<file path="config.mk">
export PLATFORM = sky130hd
export DESIGN_NAME = mgmt_mdio_channel_bank
export DESIGN_NICKNAME = d
export VERILOG_FILES = /design/src/rtl/mgmt_mdio_pkg.sv /design/src/rtl/mgmt_mdio_channel_fsm.sv /design/src/rtl/mgmt_mdio_channel_bank.sv
export SDC_FILE = /design/constraint.sdc
export NUM_CORES = 1
export LEC_CHECK = 0
export BUFFER_PORTS_ARGS = -buffer_cell sky130_fd_sc_hd__clkbuf_2
export CORE_MARGIN = 3
export CORE_UTILIZATION = 40
export DETAILED_ROUTE_END_ITERATION = 10
export PLACE_DENSITY = 0.68
export SETUP_SLACK_MARGIN = 0.15
export SLEW_MARGIN = 20
export SYNTH_ARGS = -nofsm -noshare
export SYNTH_HDL_FRONTEND = slang
export SYNTH_SLANG_ARGS = --single-unit
</file>
<file path="constraint.sdc">
create_clock -name clk -period 2.1 [get_ports clk]
set_clock_uncertainty 0.1 [all_clocks]
set_input_delay 0.42 -clock clk [delete_from_list [all_inputs] [get_ports clk]]
set_output_delay 0.42 -clock clk [all_outputs]
set_load 0.01 [all_outputs]
</file>
<file path="src/rtl/mgmt_mdio_pkg.sv">
// Shared types and register-map constants for the MDIO channel bank.
package mgmt_mdio_pkg;

  typedef enum logic [1:0] {IDLE, START, BUSY, DONE} chan_state_t;

  localparam logic [15:0] OFF_IRQSTAT = 16'h0000;
  localparam logic [15:0] OFF_IRQMASK = 16'h0001;
  localparam logic [15:0] OFF_CH_BASE = 16'h0008;
  localparam int          CH_STRIDE   = 4;

  localparam int STAT_BUSY_BIT = 7;
  localparam int STAT_DONE_BIT = 6;
  localparam int STAT_ERR_BIT  = 5;
  localparam int CMD_WR_BIT    = 6;
  localparam int CMD_RD_BIT    = 5;

  // Word index (offset >> 2) of a channel window; every window is 4 bytes wide.
  function automatic logic [13:0] ch_word(input int ch);
    return 14'((int'(OFF_CH_BASE) + CH_STRIDE * ch) >> 2);
  endfunction

endpackage

</file>
<file path="src/rtl/mgmt_mdio_channel_fsm.sv">
// One MDIO channel: command window registers and request/complete state machine.
// Busy timeout counter is built only when MGMT_MDIO_TIMEOUT_EN is defined.
module mgmt_mdio_channel_fsm
  import mgmt_mdio_pkg::*;
#(
  parameter int START_WAIT     = 15,
  parameter int TIMEOUT_CYCLES = 65535
) (
  input  logic        clk,
  input  logic        rst_n,
  input  logic        i_wr_en,
  input  logic [1:0]  i_wr_sel,
  input  logic [7:0]  i_wr_data,
  input  logic        i_mdio_busy,
  input  logic [15:0] i_phy_rd_data,
  output logic [15:0] o_data,
  output logic [4:0]  o_md_addr,
  output logic [4:0]  o_reg_addr,
  output logic [7:0]  o_status,
  output logic        o_phy_reg_rd,
  output logic        o_phy_reg_wr,
  output logic        o_done_evt
);

  localparam int SW_W = (START_WAIT > 1) ? $clog2(START_WAIT) : 1;

  chan_state_t     r_state;
  logic [15:0]     r_data;
  logic [4:0]      r_md_addr;
  logic [4:0]      r_reg_addr;
  logic            r_done;
  logic            r_err;
  logic            r_is_rd;
  logic            r_phy_reg_rd;
  logic            r_phy_reg_wr;
  logic [SW_W-1:0] r_start_cnt;
`ifdef MGMT_MDIO_TIMEOUT_EN
  logic [15:0]     r_to_cnt;
`else
  localparam int unused_timeout_cycles = TIMEOUT_CYCLES;
`endif

  logic w_idle;
  logic w_cmd_wr;
  logic w_cmd_rd;
  logic w_cmd;

  assign w_idle   = (r_state == IDLE);
  assign w_cmd_wr = i_wr_en && (i_wr_sel == 2'd3) && i_wr_data[CMD_WR_BIT];
  assign w_cmd_rd = i_wr_en && (i_wr_sel == 2'd3) && i_wr_data[CMD_RD_BIT];
  assign w_cmd    = w_cmd_wr || w_cmd_rd;

  always_ff @(posedge clk or negedge rst_n) begin
    if (!rst_n) begin
      r_state      <= IDLE;
      r_data       <= '0;
      r_md_addr    <= '0;
      r_reg_addr   <= '0;
      r_done       <= 1'b0;
      r_err        <= 1'b0;
      r_is_rd      <= 1'b0;
      r_phy_reg_rd <= 1'b0;
      r_phy_reg_wr <= 1'b0;
      r_start_cnt  <= '0;
`ifdef MGMT_MDIO_TIMEOUT_EN
      r_to_cnt     <= '0;
`endif
    end else begin
      r_phy_reg_rd <= 1'b0;
      r_phy_reg_wr <= 1'b0;
      if (w_cmd && !w_idle) r_err <= 1'b1;
      case (r_state)
        IDLE: begin
          if (i_wr_en) begin
            case (i_wr_sel)
              2'd0: r_data[7:0]  <= i_wr_data;
              2'd1: r_data[15:8] <= i_wr_data;
              2'd2: begin
                r_md_addr[2:0] <= i_wr_data[7:5];
                r_reg_addr     <= i_wr_data[4:0];
              end
              default: r_md_addr[4:3] <= i_wr_data[1:0];
            endcase
          end
          if (w_cmd) begin
            // Write takes priority when both request bits are set.
            r_state      <= START;
            r_start_cnt  <= '0;
            r_done       <= 1'b0;
            r_err        <= 1'b0;
            r_is_rd      <= !w_cmd_wr;
            r_phy_reg_wr <= w_cmd_wr;
            r_phy_reg_rd <= !w_cmd_wr;
`ifdef MGMT_MDIO_TIMEOUT_EN
            r_to_cnt     <= '0;
`endif
          end
        end
        START: begin
          if (i_mdio_busy) r_state <= BUSY;
          else if (r_start_cnt == SW_W'(START_WAIT - 1)) r_state <= DONE;
          else r_start_cnt <= r_start_cnt + SW_W'(1);
        end
        BUSY: begin
          if (!i_mdio_busy) begin
            r_state <= DONE;
            if (r_is_rd) r_data <= i_phy_rd_data;
          end
`ifdef MGMT_MDIO_TIMEOUT_EN
          else if (r_to_cnt == 16'(TIMEOUT_CYCLES - 1)) begin
            r_err   <= 1'b1;
            r_state <= DONE;
          end else begin
            r_to_cnt <= r_to_cnt + 16'd1;
          end
`endif
        end
        default: begin
          r_done  <= 1'b1;
          r_state <= IDLE;
        end
      endcase
    end
  end

  assign o_data       = r_data;
  assign o_md_addr    = r_md_addr;
  assign o_reg_addr   = r_reg_addr;
  assign o_status     = {!w_idle, r_done, r_err, 3'b000, r_md_addr[4:3]};
  assign o_phy_reg_rd = r_phy_reg_rd;
  assign o_phy_reg_wr = r_phy_reg_wr;
  assign o_done_evt   = (r_state == DONE);

endmodule

</file>
<file path="src/rtl/mgmt_mdio_channel_bank.sv">
// Bank of NUM_CHANNELS MDIO command windows with sticky, maskable completion IRQs.
// Optional busy timeout per channel: define MGMT_MDIO_TIMEOUT_EN.
module mgmt_mdio_channel_bank
  import mgmt_mdio_pkg::*;
#(
  parameter int          NUM_CHANNELS   = 4,
  parameter logic [15:0] BASE_ADDR      = 16'h0048,
  parameter int          START_WAIT     = 15,
  parameter int          TIMEOUT_CYCLES = 65535
) (
  input  logic                      clk,
  input  logic                      rst_n,
  input  logic                      rd_en,
  input  logic [15:0]               rd_addr,
  output logic                      rd_valid,
  output logic [7:0]                rd_data,
  input  logic                      wr_en,
  input  logic [15:0]               wr_addr,
  input  logic [7:0]                wr_data,
  output logic                      irq,
  input  logic [NUM_CHANNELS-1:0]   mdio_busy,
  input  logic [16*NUM_CHANNELS-1:0] phy_rd_data,
  output logic [16*NUM_CHANNELS-1:0] phy_wr_data,
  output logic [5*NUM_CHANNELS-1:0] phy_reg_addr,
  output logic [5*NUM_CHANNELS-1:0] phy_md_addr,
  output logic [NUM_CHANNELS-1:0]   phy_reg_wr,
  output logic [NUM_CHANNELS-1:0]   phy_reg_rd
);

  logic [15:0]             w_rd_off;
  logic [15:0]             w_wr_off;
  logic [NUM_CHANNELS-1:0] w_done_evt;
  logic [NUM_CHANNELS-1:0] w_stat_clr;
  logic [15:0]             w_data     [NUM_CHANNELS];
  logic [4:0]              w_md_addr  [NUM_CHANNELS];
  logic [4:0]              w_reg_addr [NUM_CHANNELS];
  logic [7:0]              w_status   [NUM_CHANNELS];
  logic [7:0]              w_rd_mux;

  logic [NUM_CHANNELS-1:0] r_irq_stat;
  logic [NUM_CHANNELS-1:0] r_irq_mask;
  logic                    r_irq;
  logic                    r_rd_valid;
  logic [7:0]              r_rd_data;

  // Addresses below BASE_ADDR wrap to large offsets and so decode as unmapped.
  assign w_rd_off = rd_addr - BASE_ADDR;
  assign w_wr_off = wr_addr - BASE_ADDR;

  genvar gi;
  generate
    for (gi = 0; gi < NUM_CHANNELS; gi++) begin : g_ch
      logic w_ch_wr;
      assign w_ch_wr = wr_en && (w_wr_off[15:2] == ch_word(gi));

      mgmt_mdio_channel_fsm #(
        .START_WAIT     (START_WAIT),
        .TIMEOUT_CYCLES (TIMEOUT_CYCLES)
      ) u_fsm (
        .clk           (clk),
        .rst_n         (rst_n),
        .i_wr_en       (w_ch_wr),
        .i_wr_sel      (w_wr_off[1:0]),
        .i_wr_data     (wr_data),
        .i_mdio_busy   (mdio_busy[gi]),
        .i_phy_rd_data (phy_rd_data[16*gi +: 16]),
        .o_data        (w_data[gi]),
        .o_md_addr     (w_md_addr[gi]),
        .o_reg_addr    (w_reg_addr[gi]),
        .o_status      (w_status[gi]),
        .o_phy_reg_rd  (phy_reg_rd[gi]),
        .o_phy_reg_wr  (phy_reg_wr[gi]),
        .o_done_evt    (w_done_evt[gi])
      );

      assign phy_wr_data[16*gi +: 16] = w_data[gi];
      assign phy_md_addr[5*gi +: 5]   = w_md_addr[gi];
      assign phy_reg_addr[5*gi +: 5]  = w_reg_addr[gi];
    end
  endgenerate

  always_comb begin
    w_rd_mux = '0;
    if (w_rd_off == OFF_IRQSTAT) w_rd_mux[NUM_CHANNELS-1:0] = r_irq_stat;
    else if (w_rd_off == OFF_IRQMASK) w_rd_mux[NUM_CHANNELS-1:0] = r_irq_mask;
    for (int i = 0; i < NUM_CHANNELS; i++) begin
      if (w_rd_off[15:2] == ch_word(i)) begin
        case (w_rd_off[1:0])
          2'd0:    w_rd_mux = w_data[i][7:0];
          2'd1:    w_rd_mux = w_data[i][15:8];
          2'd2:    w_rd_mux = {w_md_addr[i][2:0], w_reg_addr[i]};
          default: w_rd_mux = w_status[i];
        endcase
      end
    end
  end

  assign w_stat_clr = (wr_en && (w_wr_off == OFF_IRQSTAT)) ? wr_data[NUM_CHANNELS-1:0] : '0;

  // A completion in the same cycle as a W1C of that bit leaves the bit set.
  always_ff @(posedge clk or negedge rst_n) begin
    if (!rst_n) begin
      r_irq_stat <= '0;
      r_irq_mask <= '0;
      r_irq      <= 1'b0;
      r_rd_valid <= 1'b0;
      r_rd_data  <= '0;
    end else begin
      r_irq_stat <= (r_irq_stat & ~w_stat_clr) | w_done_evt;
      if (wr_en && (w_wr_off == OFF_IRQMASK)) r_irq_mask <= wr_data[NUM_CHANNELS-1:0];
      r_irq      <= |(r_irq_stat & r_irq_mask);
      r_rd_valid <= rd_en;
      r_rd_data  <= rd_en ? w_rd_mux : 8'h00;
    end
  end

  assign irq      = r_irq;
  assign rd_valid = r_rd_valid;
  assign rd_data  = r_rd_data;

endmodule

</file>
==> impl_metrics.csv <==
group,metric,value,unit
timing,rsz0062_at_grt,"yes",
flow_run,maxCapViolCount,0,
timing,fin_setup_tns,-0.6260,ns
die,row_count,56,
global_route,antenna_found_initial,0,
run_status,violations,"setup timing",
clock_tree,clkSinkCount,166,
die,fp.dieArea,26280,um^2
logic_synthesis,ys_async_sr_fraction,100.0,%
logic_synthesis,synth_common_cells,"dfrtp_1 (166), nand2_1 (166), mux2_2 (101)",
logic_synthesis,synth_top_area_share,42.61,%
power_and_ir_drop,p_seq_share,31.4,%
clock_tree,clock_latency,0.43,ns
logic_synthesis,yosysSeqAreaShare,42.61,%
logic_synthesis,synthesis.nets,1069,
placed_design,io_buffers,233,
worst_setup_path,worstSetupStartpointType,"input pin",
die,initial_core_util,41.17,%
routing,highest_layer,"met4",
logic_synthesis,syn_inst,927,
placed_design,gp_congestion,0.8581,
worst_setup_path,cp_max_fo,3,
worst_setup_path,critical_path_class,"input pin to register",
clock_tree,clkTransAtPathRegs,0.07,ns
power_and_ir_drop,switchingPower,0.004538,W
clock_tree,cts_buffer_depth,2,
global_route,gr-usage-all-layers,23.41,%
logic_synthesis,ys_ff_latch,166,
clock_tree,htree_levels,4,
clock_tree,cts_root_buf,"clkbuf_16",
timing,max_freq,468.1,MHz
placed_design,hpwlAfterDp,22.48,mm
cells_and_area,antenna_cells,0,
min_path,holdPathStages,4,
logic_synthesis,synth.area.top_cells,"dfrtp_1 (43%), mux2_2 (12%), nand2_1 (6.4%), mux4_2 (4.6%), ha_1 (3.9%)",
cells_and_area,final_cell_count_no_fill,1600,
global_route,grt_max_degree,63,
routing,viasPerCell,5.394,
routing,num_vias,8630,
cells_and_area,seqCellArea,4159,um^2
timing,maxSlewViolCount,0,
routing,antenna_left,0,
worst_setup_path,setup.worst_path.start,"wr_addr[15]",
routing,wl_per_cell,20.08,um
logic_synthesis,synth.distinct_cells,75,
timing,setup_violations,27,
routing,dr.first_iter.drc_count,686,
timing,timing_hold_violations_final,0,
power_and_ir_drop,power_density,906.9,nW/um^2
die,chipWidth,162.1,um
power_and_ir_drop,clkPwrFrac,25.8,%
cells_and_area,fin_nets,1410,
routing,met1Wirelength,13.50,mm
clock_tree,cts_buffers,17,
worst_setup_path,cp.required,2.31,ns
cells_and_area,drive_gt1_share,52.93,%
global_route,gr-total-overflow,0,
logic_synthesis,synth_area_leader_cell,"dfrtp_1",
cells_and_area,multiInputGateArea,6151,um^2
die,core,23680,um^2
worst_setup_path,cp-end-kind,"register",
routing,drc,0,
power_and_ir_drop,p_int,0.008174,W
logic_synthesis,avgSynthCellArea,10.52,um^2
die,die_y,162.1,um
timing,relSlewSlack,69.14,%
logic_synthesis,synth-edff-count,0,
run_status,status,"finished, violations left",
power_and_ir_drop,swShare,35.70,%
global_route,grt_pass1_vias,8693,
logic_synthesis,synth_warnings,0,
global_route,grt_pass1_wl,48.12,mm
min_path,min_path_type,"input pin to register",
timing,fin_crit,2.136,ns
power_and_ir_drop,p_leak,6.903,nW
die,io_pins,234,
logic_synthesis,netlist_area,9749,um^2
timing,max_slew.worst_pin.slew,0.4612,ns
timing,finalCritPeriodShare,101.7,%
clock_tree,tritoncts,"yes",
cells_and_area,fillers,1969,
power_and_ir_drop,p_comb_share,42.7,%
routing,dr.pass1.iters,5,
worst_setup_path,r2r-start,"g_ch[2].u_fsm.r_state[1]",
routing,wl_met2,16.12,mm
min_path,min-delay-start,"phy_rd_data[25]",
worst_setup_path,r2r_cells,7,
power_and_ir_drop,ir_worst_vdd,547.1,uV
routing,wl_met3,1.727,mm
placed_design,dpl.cell_count,1530,
routing,wl,32.12,mm
timing,setup_ws,-0.03643,ns
worst_setup_path,cp.arrival,2.35,ns
logic_synthesis,yosys_most_used_dff,"dfrtp_1",
cells_and_area,synthToLayoutAreaGrowth,43.78,%
==> through the flow <==
stage	hold WS (ns)	util (%)	power, W	cell area, um^2	setup slack (ns)
3_3_place_gp	0.2069	50.96	0.007932	12070	-0.5488
6_report	0.2199	59.19	0.01271	14020	-0.03643
5_1_grt	0.2219	59.19	0.01343	14020	-0.1016
2_1_floorplan	0.02441	-	0.006492	9818	-0.2613
3_5_place_dp	0.2099	50.96	0.008041	12070	-0.5579
4_1_cts	0.2107	57.11	0.01213	13530	-0.06571
==> state kept, by name (all words and copies together) (netlist names), named ones only <==
register	cells
g_ch.u_fsm.o_reg_addr	20
g_ch.u_fsm.r_done	4
g_ch.u_fsm.o_md_addr	20
rd_data	8
r_irq_mask	4
g_ch.u_fsm.o_phy_reg_wr	4
g_ch.u_fsm.r_state	8
g_ch.u_fsm.o_data	64
r_irq_stat	4
irq	1
g_ch.u_fsm.r_start_cnt	16
g_ch.u_fsm.o_phy_reg_rd	4
rd_valid	1
g_ch.u_fsm.r_is_rd	4
==> worst max-delay path: stages <==
cell and delay, ns:
buf_6 0.09, or4_4 0.53, nor2_4 0.13, o2111a_2 0.27, nand4_1 0.11, buf_6 0.16, a221oi_4 0.29, mux2_4 0.33
==> power groups by stage <==
| stage | registers (W) | logic [W] | clock network, W |
|---|---|---|---|
| 6_report | 0.00400 | 0.00543 | 0.00329 |
| 4_1_cts | 0.00396 | 0.00484 | 0.00333 |
| 2_1_floorplan | 0.00399 | 0.00251 | 0 |
| 3_5_place_dp | 0.00400 | 0.00404 | 0 |
| 3_3_place_gp | 0.00398 | 0.00395 | 0 |
| 5_1_grt | 0.00404 | 0.00591 | 0.00348 |
==> what timing repair did <==
| action | 4_1_cts | 5_1_grt |
|---|---|---|
| pin swaps | 36 | 28 |
| setup endpoints to repair | 138 | 152 |
| hold buffers | 2 | 0 |
| setup buffers | 16 | 18 |
| resized for setup | 171 | 88 |
| cloned | 1 | 1 |
| hold endpoints to repair | 22 | 0 |
==> final timing paths <==
| path | to | slack (ns) |
|---|---|---|
| max reg2reg | g_ch[2].u_fsm.o_reg_addr[4] | 0.03 |
| max | g_ch[2].u_fsm.r_state[0] | -0.04 |
| max in group asynchronous | g_ch[1].u_fsm.r_state[1] | 0.92 |
| min | g_ch[1].u_fsm.o_data[9] | 0.22 |
| min reg2reg | register | 0.41 |
| min in group asynchronous | g_ch[3].u_fsm.r_start_cnt[1] | 0.32 |
==> final cells by class <==
cell class,count,area share [%]
clock buffers,18,3.133
clock inverters,14,1.241
inverters,31,0.9194
multi-input cells,674,43.88
flip-flops and latches,166,29.67
well taps,319,2.847
repair buffers,378,18.31
==> per-layer routing <==
| metal | global-route usage (%) | vias to the layer above |
|---|---|---|
| met5 | 0 | - |
| met1 | 30.31 | 4308 |
| met4 | 7.212 | 0 |
| met2 | 40.18 | 280 |
| met3 | 4.132 | 53 |
| li1 | - | 3989 |
==> cells in the final DEF, fill, tap and decap left out, types with 6 or more instances in the layout <==
cell	n
nor2_1	33
buf_4	108
buf_6	19
nand4_1	7
nand2b_1	39
nand2_1	161
o21ai_1	12
nand2_2	6
ha_1	17
nand3_2	10
nor3_1	6
mux2_4	100
nand3_1	14
o21ai_0	17
mux4_2	20
clkbuf_2	230
mux2_2	19
dfrtp_1	162
a21oi_1	21
inv_2	8
nor2b_1	6
inv_1	19
mux2i_1	22
clkbuf_16	17
ha_4	9
buf_12	17
o21ai_4	9
==> kinds of logic after synthesis <==
logic type / after synthesis / share of synthesized area, %
and+or+nand+nor: 344 / 18.08
DFF: 166 / 42.61
muxes: 162 / 20.73
AOI/OAI and AO/OA: 134 / 10.28
buffers and inverters: 88 / 4.184
adders and majority gates: 30 / 3.850
xor gates and xnor gates: 3 / 0.2696
Note: power is estimated with default switching activity, not from simulation.
